$ cat src/rtl/uart_frame_scheduler.sv
// Host-command front end for the sampler link: parses 5-byte UART packets, holds the
// channel mask and frame period, and paces FRAME_REQ strobes with overrun accounting.
module uart_frame_scheduler #(
  parameter int unsigned PRESCALE   = 50,
  parameter int unsigned TIMEOUT    = 500000,
  parameter logic [15:0] DEF_MASK   = 16'hFFFF,
  parameter logic [15:0] DEF_PERIOD = 16'd1000
) (
  input  logic        CLK_50M,
  input  logic        RESET_n,
  input  logic [7:0]  RX_DATA,
  input  logic        RX_VALID,
  input  logic        FRAME_BUSY,
  output logic        FRAME_REQ,
  output logic [15:0] CH_MASK,
  output logic        STREAM_ON,
  output logic        CMD_ERR,
  output logic [7:0]  OVR_CNT
);

  localparam int unsigned PW      = (PRESCALE > 1) ? $clog2(PRESCALE) : 1;
  localparam logic [PW-1:0] P_LAST = PW'(PRESCALE - 1);
  localparam logic [19:0]   TO_LAST = 20'(TIMEOUT - 1);

  typedef enum logic [2:0] {P_IDLE, P_CMD, P_AH, P_AL, P_CHK} pstate_t;

  pstate_t        st_q, st_d;
  logic [7:0]     cmd_q, cmd_d, ah_q, ah_d, al_q, al_d;
  logic [19:0]    to_q, to_d;
  logic [PW-1:0]  presc_q, presc_d;
  logic [15:0]    per_cnt_q, per_cnt_d;
  logic [15:0]    period_q, period_d;
  logic [15:0]    mask_q, mask_d;
  logic           stream_q, stream_d;
  logic           pend_q, pend_d;
  logic           req_q, req_d;
  logic           err_q, err_d;
  logic [7:0]     ovr_q, ovr_d;

  logic           pkt_ok, legacy_shot;
  logic           do_mask, do_per, do_shot, do_start, do_stop;
  logic           tick, per_clr, per_evt, issue, pend_eff;
  logic [15:0]    arg;

  // Packet parser; the byte timeout applies only while a packet is in flight.
  always_comb begin
    st_d        = st_q;
    cmd_d       = cmd_q;
    ah_d        = ah_q;
    al_d        = al_q;
    to_d        = '0;
    pkt_ok      = 1'b0;
    legacy_shot = 1'b0;
    err_d       = 1'b0;
    unique case (st_q)
      P_IDLE: if (RX_VALID) begin
        if (RX_DATA == 8'hA5)      st_d = P_CMD;
        else if (RX_DATA == 8'hFF) legacy_shot = 1'b1;
      end
      P_CMD: if (RX_VALID) begin cmd_d = RX_DATA; st_d = P_AH;  end
      P_AH:  if (RX_VALID) begin ah_d  = RX_DATA; st_d = P_AL;  end
      P_AL:  if (RX_VALID) begin al_d  = RX_DATA; st_d = P_CHK; end
      P_CHK: if (RX_VALID) begin
        st_d = P_IDLE;
        if (RX_DATA == (cmd_q ^ ah_q ^ al_q) && cmd_q >= 8'h01 && cmd_q <= 8'h05)
          pkt_ok = 1'b1;
        else
          err_d = 1'b1;
      end
      default: st_d = P_IDLE;
    endcase
    if (st_q != P_IDLE && !RX_VALID) begin
      if (to_q == TO_LAST) begin
        st_d  = P_IDLE;
        err_d = 1'b1;
      end else begin
        to_d = to_q + 20'd1;
      end
    end
  end

  assign arg      = {ah_q, al_q};
  assign do_mask  = pkt_ok && (cmd_q == 8'h01);
  assign do_per   = pkt_ok && (cmd_q == 8'h02);
  assign do_shot  = (pkt_ok && (cmd_q == 8'h03)) || legacy_shot;
  assign do_start = pkt_ok && (cmd_q == 8'h04);
  assign do_stop  = pkt_ok && (cmd_q == 8'h05);

  assign tick     = (presc_q == P_LAST);
  assign per_clr  = do_per || do_start;
  assign per_evt  = tick && stream_q && (per_cnt_q == period_q - 16'd1) && !per_clr;
  assign issue    = pend_q && !FRAME_BUSY && !req_q;
  // A request being issued this cycle no longer counts as pending for overrun purposes.
  assign pend_eff = pend_q && !issue;

  always_comb begin
    presc_d   = tick ? '0 : presc_q + 1'b1;
    per_cnt_d = per_cnt_q;
    period_d  = period_q;
    mask_d    = mask_q;
    stream_d  = stream_q;
    ovr_d     = ovr_q;
    req_d     = issue;
    pend_d    = pend_eff || do_shot || do_start || per_evt;
    if (per_clr)
      per_cnt_d = '0;
    else if (tick && stream_q)
      per_cnt_d = per_evt ? '0 : per_cnt_q + 16'd1;
    if (do_per)   period_d = (arg == 16'd0) ? 16'd1 : arg;
    if (do_mask)  mask_d   = arg;
    if (do_start) stream_d = 1'b1;
    if (do_stop) begin
      stream_d = 1'b0;
      pend_d   = 1'b0;
    end
    if (per_evt && pend_eff && !(do_shot || do_start) && ovr_q != 8'hFF)
      ovr_d = ovr_q + 8'd1;
  end

  always_ff @(posedge CLK_50M) begin
    if (!RESET_n) begin
      st_q      <= P_IDLE;
      cmd_q     <= '0;
      ah_q      <= '0;
      al_q      <= '0;
      to_q      <= '0;
      presc_q   <= '0;
      per_cnt_q <= '0;
      period_q  <= DEF_PERIOD;
      mask_q    <= DEF_MASK;
      stream_q  <= 1'b0;
      pend_q    <= 1'b0;
      req_q     <= 1'b0;
      err_q     <= 1'b0;
      ovr_q     <= '0;
    end else begin
      st_q      <= st_d;
      cmd_q     <= cmd_d;
      ah_q      <= ah_d;
      al_q      <= al_d;
      to_q      <= to_d;
      presc_q   <= presc_d;
      per_cnt_q <= per_cnt_d;
      period_q  <= period_d;
      mask_q    <= mask_d;
      stream_q  <= stream_d;
      pend_q    <= pend_d;
      req_q     <= req_d;
      err_q     <= err_d;
      ovr_q     <= ovr_d;
    end
  end

  assign FRAME_REQ = req_q;
  assign CH_MASK   = mask_q;
  assign STREAM_ON = stream_q;
  assign CMD_ERR   = err_q;
  assign OVR_CNT   = ovr_q;

endmodule
$ cat config.mk
export PLATFORM = sky130hd
export DESIGN_NAME = uart_frame_scheduler
export DESIGN_NICKNAME = d
export VERILOG_FILES = /design/src/rtl/uart_frame_scheduler.sv
export SDC_FILE = /design/constraint.sdc
export NUM_CORES = 1
export LEC_CHECK = 0
export ABC_AREA = 1
export ABC_CLOCK_PERIOD_IN_PS = 2500
export CAP_MARGIN = 20
export CORE_UTILIZATION = 43
export CTS_CLUSTER_DIAMETER = 100
export DETAILED_ROUTE_END_ITERATION = 6
export GPL_TIMING_DRIVEN = 1
export SLEW_MARGIN = 20
export SYNTH_ARGS = -nofsm -noshare
export SYNTH_HDL_FRONTEND = slang
export SYNTH_SLANG_ARGS = --single-unit
$ cat constraint.sdc
create_clock -name CLK_50M -period 2.5 [get_ports CLK_50M]
set_input_delay 0.5 -clock CLK_50M [delete_from_list [all_inputs] [get_ports CLK_50M]]
set_output_delay 0.5 -clock CLK_50M [all_outputs]
set_load 0.05 [all_outputs]
Word level (Yosys, flattened, before mapping):

Index checks and enable logic that the tools add are counted.

* $lt $le $gt $ge: 2
* multiplexer cells: 23
* eq/ne operators: 16
* reductions and logical operators: 39
* bitwise operators: 4
* $add $sub $neg: 5

Operators with widths (count)
* two-way mux 16 bit: 2
* two-way mux 3 bit: 8
* adder 20 x 1 -> 20 bit (second input constant): 1
* == test 20 x 19 -> 1 bit (second input constant): 1
* logical AND 1 bit: 17
* adder 16 x 1 -> 16 bit (second input constant): 1
* == test 16 bit: 1
* == test 8 x 2 -> 1 bit (second input constant): 2
* == test 8 x 3 -> 1 bit (second input constant): 2
* == test 8 bit (second input constant): 2
* logical NOT 16 bit: 1
* subtractor 16 x 1 -> 16 bit (second input constant): 1
* bitwise XOR 8 bit: 2
* one-hot mux 3 bit (5 select lines): 1
* two-way mux 1 bit: 12
* adder 8 x 1 -> 8 bit (second input constant): 1
* == test 8 x 1 -> 1 bit (second input constant): 1
* == test 8 bit: 1
* greater-or-equal comparator 8 x 1 -> 1 bit (second input constant): 1
* <= comparator 8 x 3 -> 1 bit (second input constant): 1
* != test 8 bit (second input constant): 1
* adder 6 x 1 -> 6 bit (second input constant): 1
* == test 3 x 2 -> 1 bit (second input constant): 2
* == test 6 bit (second input constant): 1
* 10 further kinds: 25

* logic and storage cells: 103
* register bits: 113
* output and inout bits: 27

Depth between registers and ports, before layout:

* depth in word-level cells: 15
* mapped depth: 19
* mapped depth without buffers: 19

Least setup slack after synthesis:

Ideal clock, no wire load.

* kind: register -> register
* from: register stream_q (netlist: STREAM_ON)
* to: register per_cnt_q[14]
* setup time: 0.070 ns
* cell stages (with the launch flop): 10
* arrival: 1.978 ns
* buffers on the path: 0
* path slack: 0.452 ns
* period minus slack after synthesis: 2.048 ns
* path through: dfxtp_1 > inv_1 > nor2_4 > nand4_1 > nor2_1 > nand2_1 > nor4_4 > nand2_1 > or2_2 > a21oi_1

* word-level cells in the longest chain between the ends: 4

Ends and longest elaborated chain
* start: declaration: line 34 `logic stream_q, stream_d;`
* start signal: assignment: line 146 `stream_q <= stream_d;`
* logical AND 1 bit *: line 91, 107
* logical AND 1 bit (2 in a row): line 91 `assign per_evt = tick && stream_q && (per_cnt_q == period_q - 16'd1) && !per_clr;`
* two-way mux 16 bit: line 108 `per_cnt_d = per_evt ? '0 : per_cnt_q + 16'd1;`
* end signal: assignment: line 143 `per_cnt_q <= per_cnt_d;`
* end: declaration: line 31 `logic [15:0] per_cnt_q, per_cnt_d;`

Every way passes the cells marked *; elsewhere a longest branch is shown, timed or not.
A chain may end at the register's enable or synchronous reset.

Worst setup path after layout:

* from: register period_q[0]
* to: register ovr_q[4] (netlist: OVR_CNT[4])

* word-level cells in the longest chain between the ends: 7

Ends and longest elaborated chain
* start: declaration: line 32 `logic [15:0] period_q, period_d;`
* start signal: assignment: line 144 `period_q <= period_d;`
* subtractor 16 x 1 -> 16 bit: line 91
* == test 16 bit: line 91
* logical AND 1 bit (2 in a row): line 91
* logical AND 1 bit (3 in a row): line 116 `if (per_evt && pend_eff && !(do_shot || do_start) && ovr_q != 8'hFF)`
* end signal: assignment: line 150 `ovr_q <= ovr_d;`
* end: declaration: line 38 `logic [7:0] ovr_q, ovr_d;`

Every way passes these cells.

==> flow_summary.yaml <==
worst_setup_path:
  critical_path.most_common_cell: "inv_1"
  slowest_delay_ns: 0.32
  crit_path_end_kind: "flip-flop"
  worstPathCellList: "inv_1 > ha_1 > nand2_1 > nor2_4 > nand2_2 > nor2_1 > xor2_1 > nand3_1 > inv_1 > nand3_2 > inv_1 > nand2_2 > nor2_4 > nand2_1 > o21ai_1 > nor2_1"
  path_class: "reg -> reg"
  cp_max_fo: 4
  critPathArrivalTime_ns: 2.63
  crit_required_ns: 2.80
  critical_path.slowest_cell: "dfxtp_1"
  critPathLaunchType: "flip-flop"
  rr_worst_depth: 16
route:
  drtAntennaViolNets: 0
  finalWirelength_um: 14400
  vias_per_cell: 4.98
  drtIter0Drc: 302
  num_vias: 5498
  dr.pass1.iters: 7
  wl_per_cell_um: 13.0
  drc_errors: 0
clocking:
  cts-resized-gates: 0
  cts_setup_buffers: 0
  tritoncts: "built"
  clock_sinks: 113
  htreeDepth: 4
  clockBufferDepth: 2
  insertion_delay_ns: 0.41
  cts.reportedPaths.clkPinSlew_ns: 0.05
  cts-root-buf: "clkbuf_16"
  cts_hold_buffers: 0
  numCtsBuffers: 17
global_route:
  grt_overflow_total: 0
  grt_pass1_wl_um: 24300
  grt_util_all_layers: 0.218
  antenna_found_initial: 0
  grt_pass1_vias: 5235
  grt_max_degree: 48
synth:
  synthTopCellsByArea: "dfxtp_1 (39%), nand2_1 (13%), inv_1 (7.6%), nor2_1 (7.0%), a21oi_1 (4.1%)"
  ys_seq_elements: 113
  yosysTopAreaCellShare: 0.389
  synth_area_per_cell_sq_um: 6.84
  ys_types: 44
  yosysSeqAreaShare: 0.389
  syn_nets: 868
  syn_area_sq_um: 5810
  yosys_warnings: 0
  synth_edf_count: 0
  synth_flop_cell: "dfxtp_1"
  synthCells: 850
  synthArstFlopShare: 0
  yosysTopAreaCell: "dfxtp_1"
layout:
  antenna_cells: 0
  multi_input_area_sq_um: 3030
  seq_area_sq_um: 2260
  final_common_cell: "nand2_1"
  layout_common_cells: "nand2_1 (205), inv_1 (117), dfxtp_1 (113)"
  layout-drive-gt1-share: 0.0917
  num-fill-cells: 1281
  syn_to_final_growth_pct: 23.3
  nets: 933
hold_path:
  hp-class: "in -> reg"
  holdPathStages: 3
floorplan:
  die-area_sq_um: 14000
  rows: 42
  io_pins: 39
  core_region_area_sq_um: 13200
  die_h_um: 118
  initial_core_util: 0.441
  die-width_um: 118
power:
  worst_ir_drop_vdd_v: 0.000340
  powerDensity_nw_per_um2: 615
  leakagePower_nw: 3.18
  power_mw: 4.41
timing:
  slew-limit-headroom: 0.647
  worstMarginPinSlew_ns: 0.527
  final-setup-viol-count: 0
  rsz0062_at_grt: "true"
  clock_skew_ns: 0.00782
  final-hold-violation-count: 0
  finalCritPeriodShare: 0.933
  setup_slack_ns: 0.166
  holdWs_ns: 0.444
  max_freq_mhz: 429
  period_minus_slack_ns: 2.33
  drv_slew: 0
  fin_setup_tns_ns: 0
placed_design:
  gp_congestion: 0.907
  portBuffers: 38
  dpl_worst_slack_ns: -0.219
  dpl.hpwl_um: 10700
run_status:
  outcome: "finished clean"
run:
  max_cap_viol_count: 0
path summary, 6_finish.rpt:
check,start,slack (ns),end
worst min register to register,to_q[0]$_SDFF_PP0_,0.45,to_q[0]$_SDFF_PP0_
worst min-delay path,RESET_n,0.44,OVR_CNT[6]$_SDFFE_PN0P_
worst max-delay path,period_q[0]$_SDFFE_PN0P_,0.17,OVR_CNT[4]$_SDFFE_PN0P_
worst max register to register,period_q[0]$_SDFFE_PN0P_,0.17,OVR_CNT[4]$_SDFFE_PN0P_
report_power, final:
part | leakage (nW) | total (mW) | internal [mW] | switching, mW
Clock | 0.289 | 2.47 | 1.68 | 0.789
Combinational | 1.98 | 0.124 | 0.0535 | 0.0702
Sequential | 0.911 | 1.81 | 1.81 | 0.00504
cell usage after synthesis (2+ instances only):
library cell	instances
nor4_1	6
inv_2	6
o221ai_1	5
nand3b_1	3
o21ai_1	4
nand4_1	15
nand4_2	2
nor3b_1	8
o211ai_1	15
inv_1	117
a211oi_1	4
ha_1	6
nor2_1	108
nand3_1	48
dfxtp_1	113
xor2_1	20
buf_2	3
o21ai_0	35
nor2_2	6
nand2_2	4
nor3_1	15
or2_2	4
a22oi_1	4
xnor2_1	13
a21oi_1	48
nand2_1	205
clkbuf_1	13
nor2_4	3
nand3_2	2
stage by stage:
stage                     cell area, sq um  std cells  utilization
after global routing                  7170       1103        0.543
after CTS                             7150       1103        0.542
after global placement                6550       1072        0.497
final                                 7170       1103        0.543
after detailed placement              6550       1072        0.497
after floorplan                       5810        850            -
flip-flops by register name, indices dropped and copies added, names as in the netlist:
register,count
to_q,20
CH_MASK,16
per_cnt_q,16
period_q,16
OVR_CNT,8
ah_q,8
al_q,8
cmd_q,8
presc_q,6
st_q,3
CMD_ERR,1
FRAME_REQ,1
STREAM_ON,1
pend_q,1
per-layer routing:
| layer | track usage | vias to the layer above | wire, um | part of all wire |
|---|---|---|---|---|
| li1 | - | 2862 | - | - |
| met1 | 0.273 | 2471 | 6840 | 0.48 |
| met2 | 0.353 | 130 | 6540 | 0.45 |
| met3 | 0.0434 | 35 | 562 | 0.039 |
| met4 | 0.115 | 0 | 429 | 0.030 |
| met5 | 0 | - | 0 | 0 |
critical path, delay by kind of cell, from the launching register on:
family / cells / cell delay [ns]
DFF: 1 / 0.32
adders and majority gates: 1 / 0.24
buffers and inverters: 3 / 0.29
and+or+nand+nor: 10 / 1.08
AOI/OAI and AO/OA: 1 / 0.14
xor gates and xnor gates: 1 / 0.17
cells by family after synthesis:
group,after synthesis,synth area share
AOI/OAI and AO/OA,121,0.120
and+or+nand+nor,436,0.336
buffers and inverters,141,0.0926
xor gates and xnor gates,33,0.0497
adders and majority gates,6,0.0129
DFF,113,0.389
cell type report:
| class | instances | area share |
|---|---|---|
| Multi-Input combinational cell | 596 | 0.423 |
| Sequential cell | 113 | 0.316 |
| Timing Repair Buffer | 64 | 0.0831 |
| Clock buffer | 25 | 0.0649 |
| Inverter | 123 | 0.0644 |
| Tap cell | 176 | 0.0307 |
| Clock inverter | 6 | 0.0182 |
(Power assumes the default switching activity.)
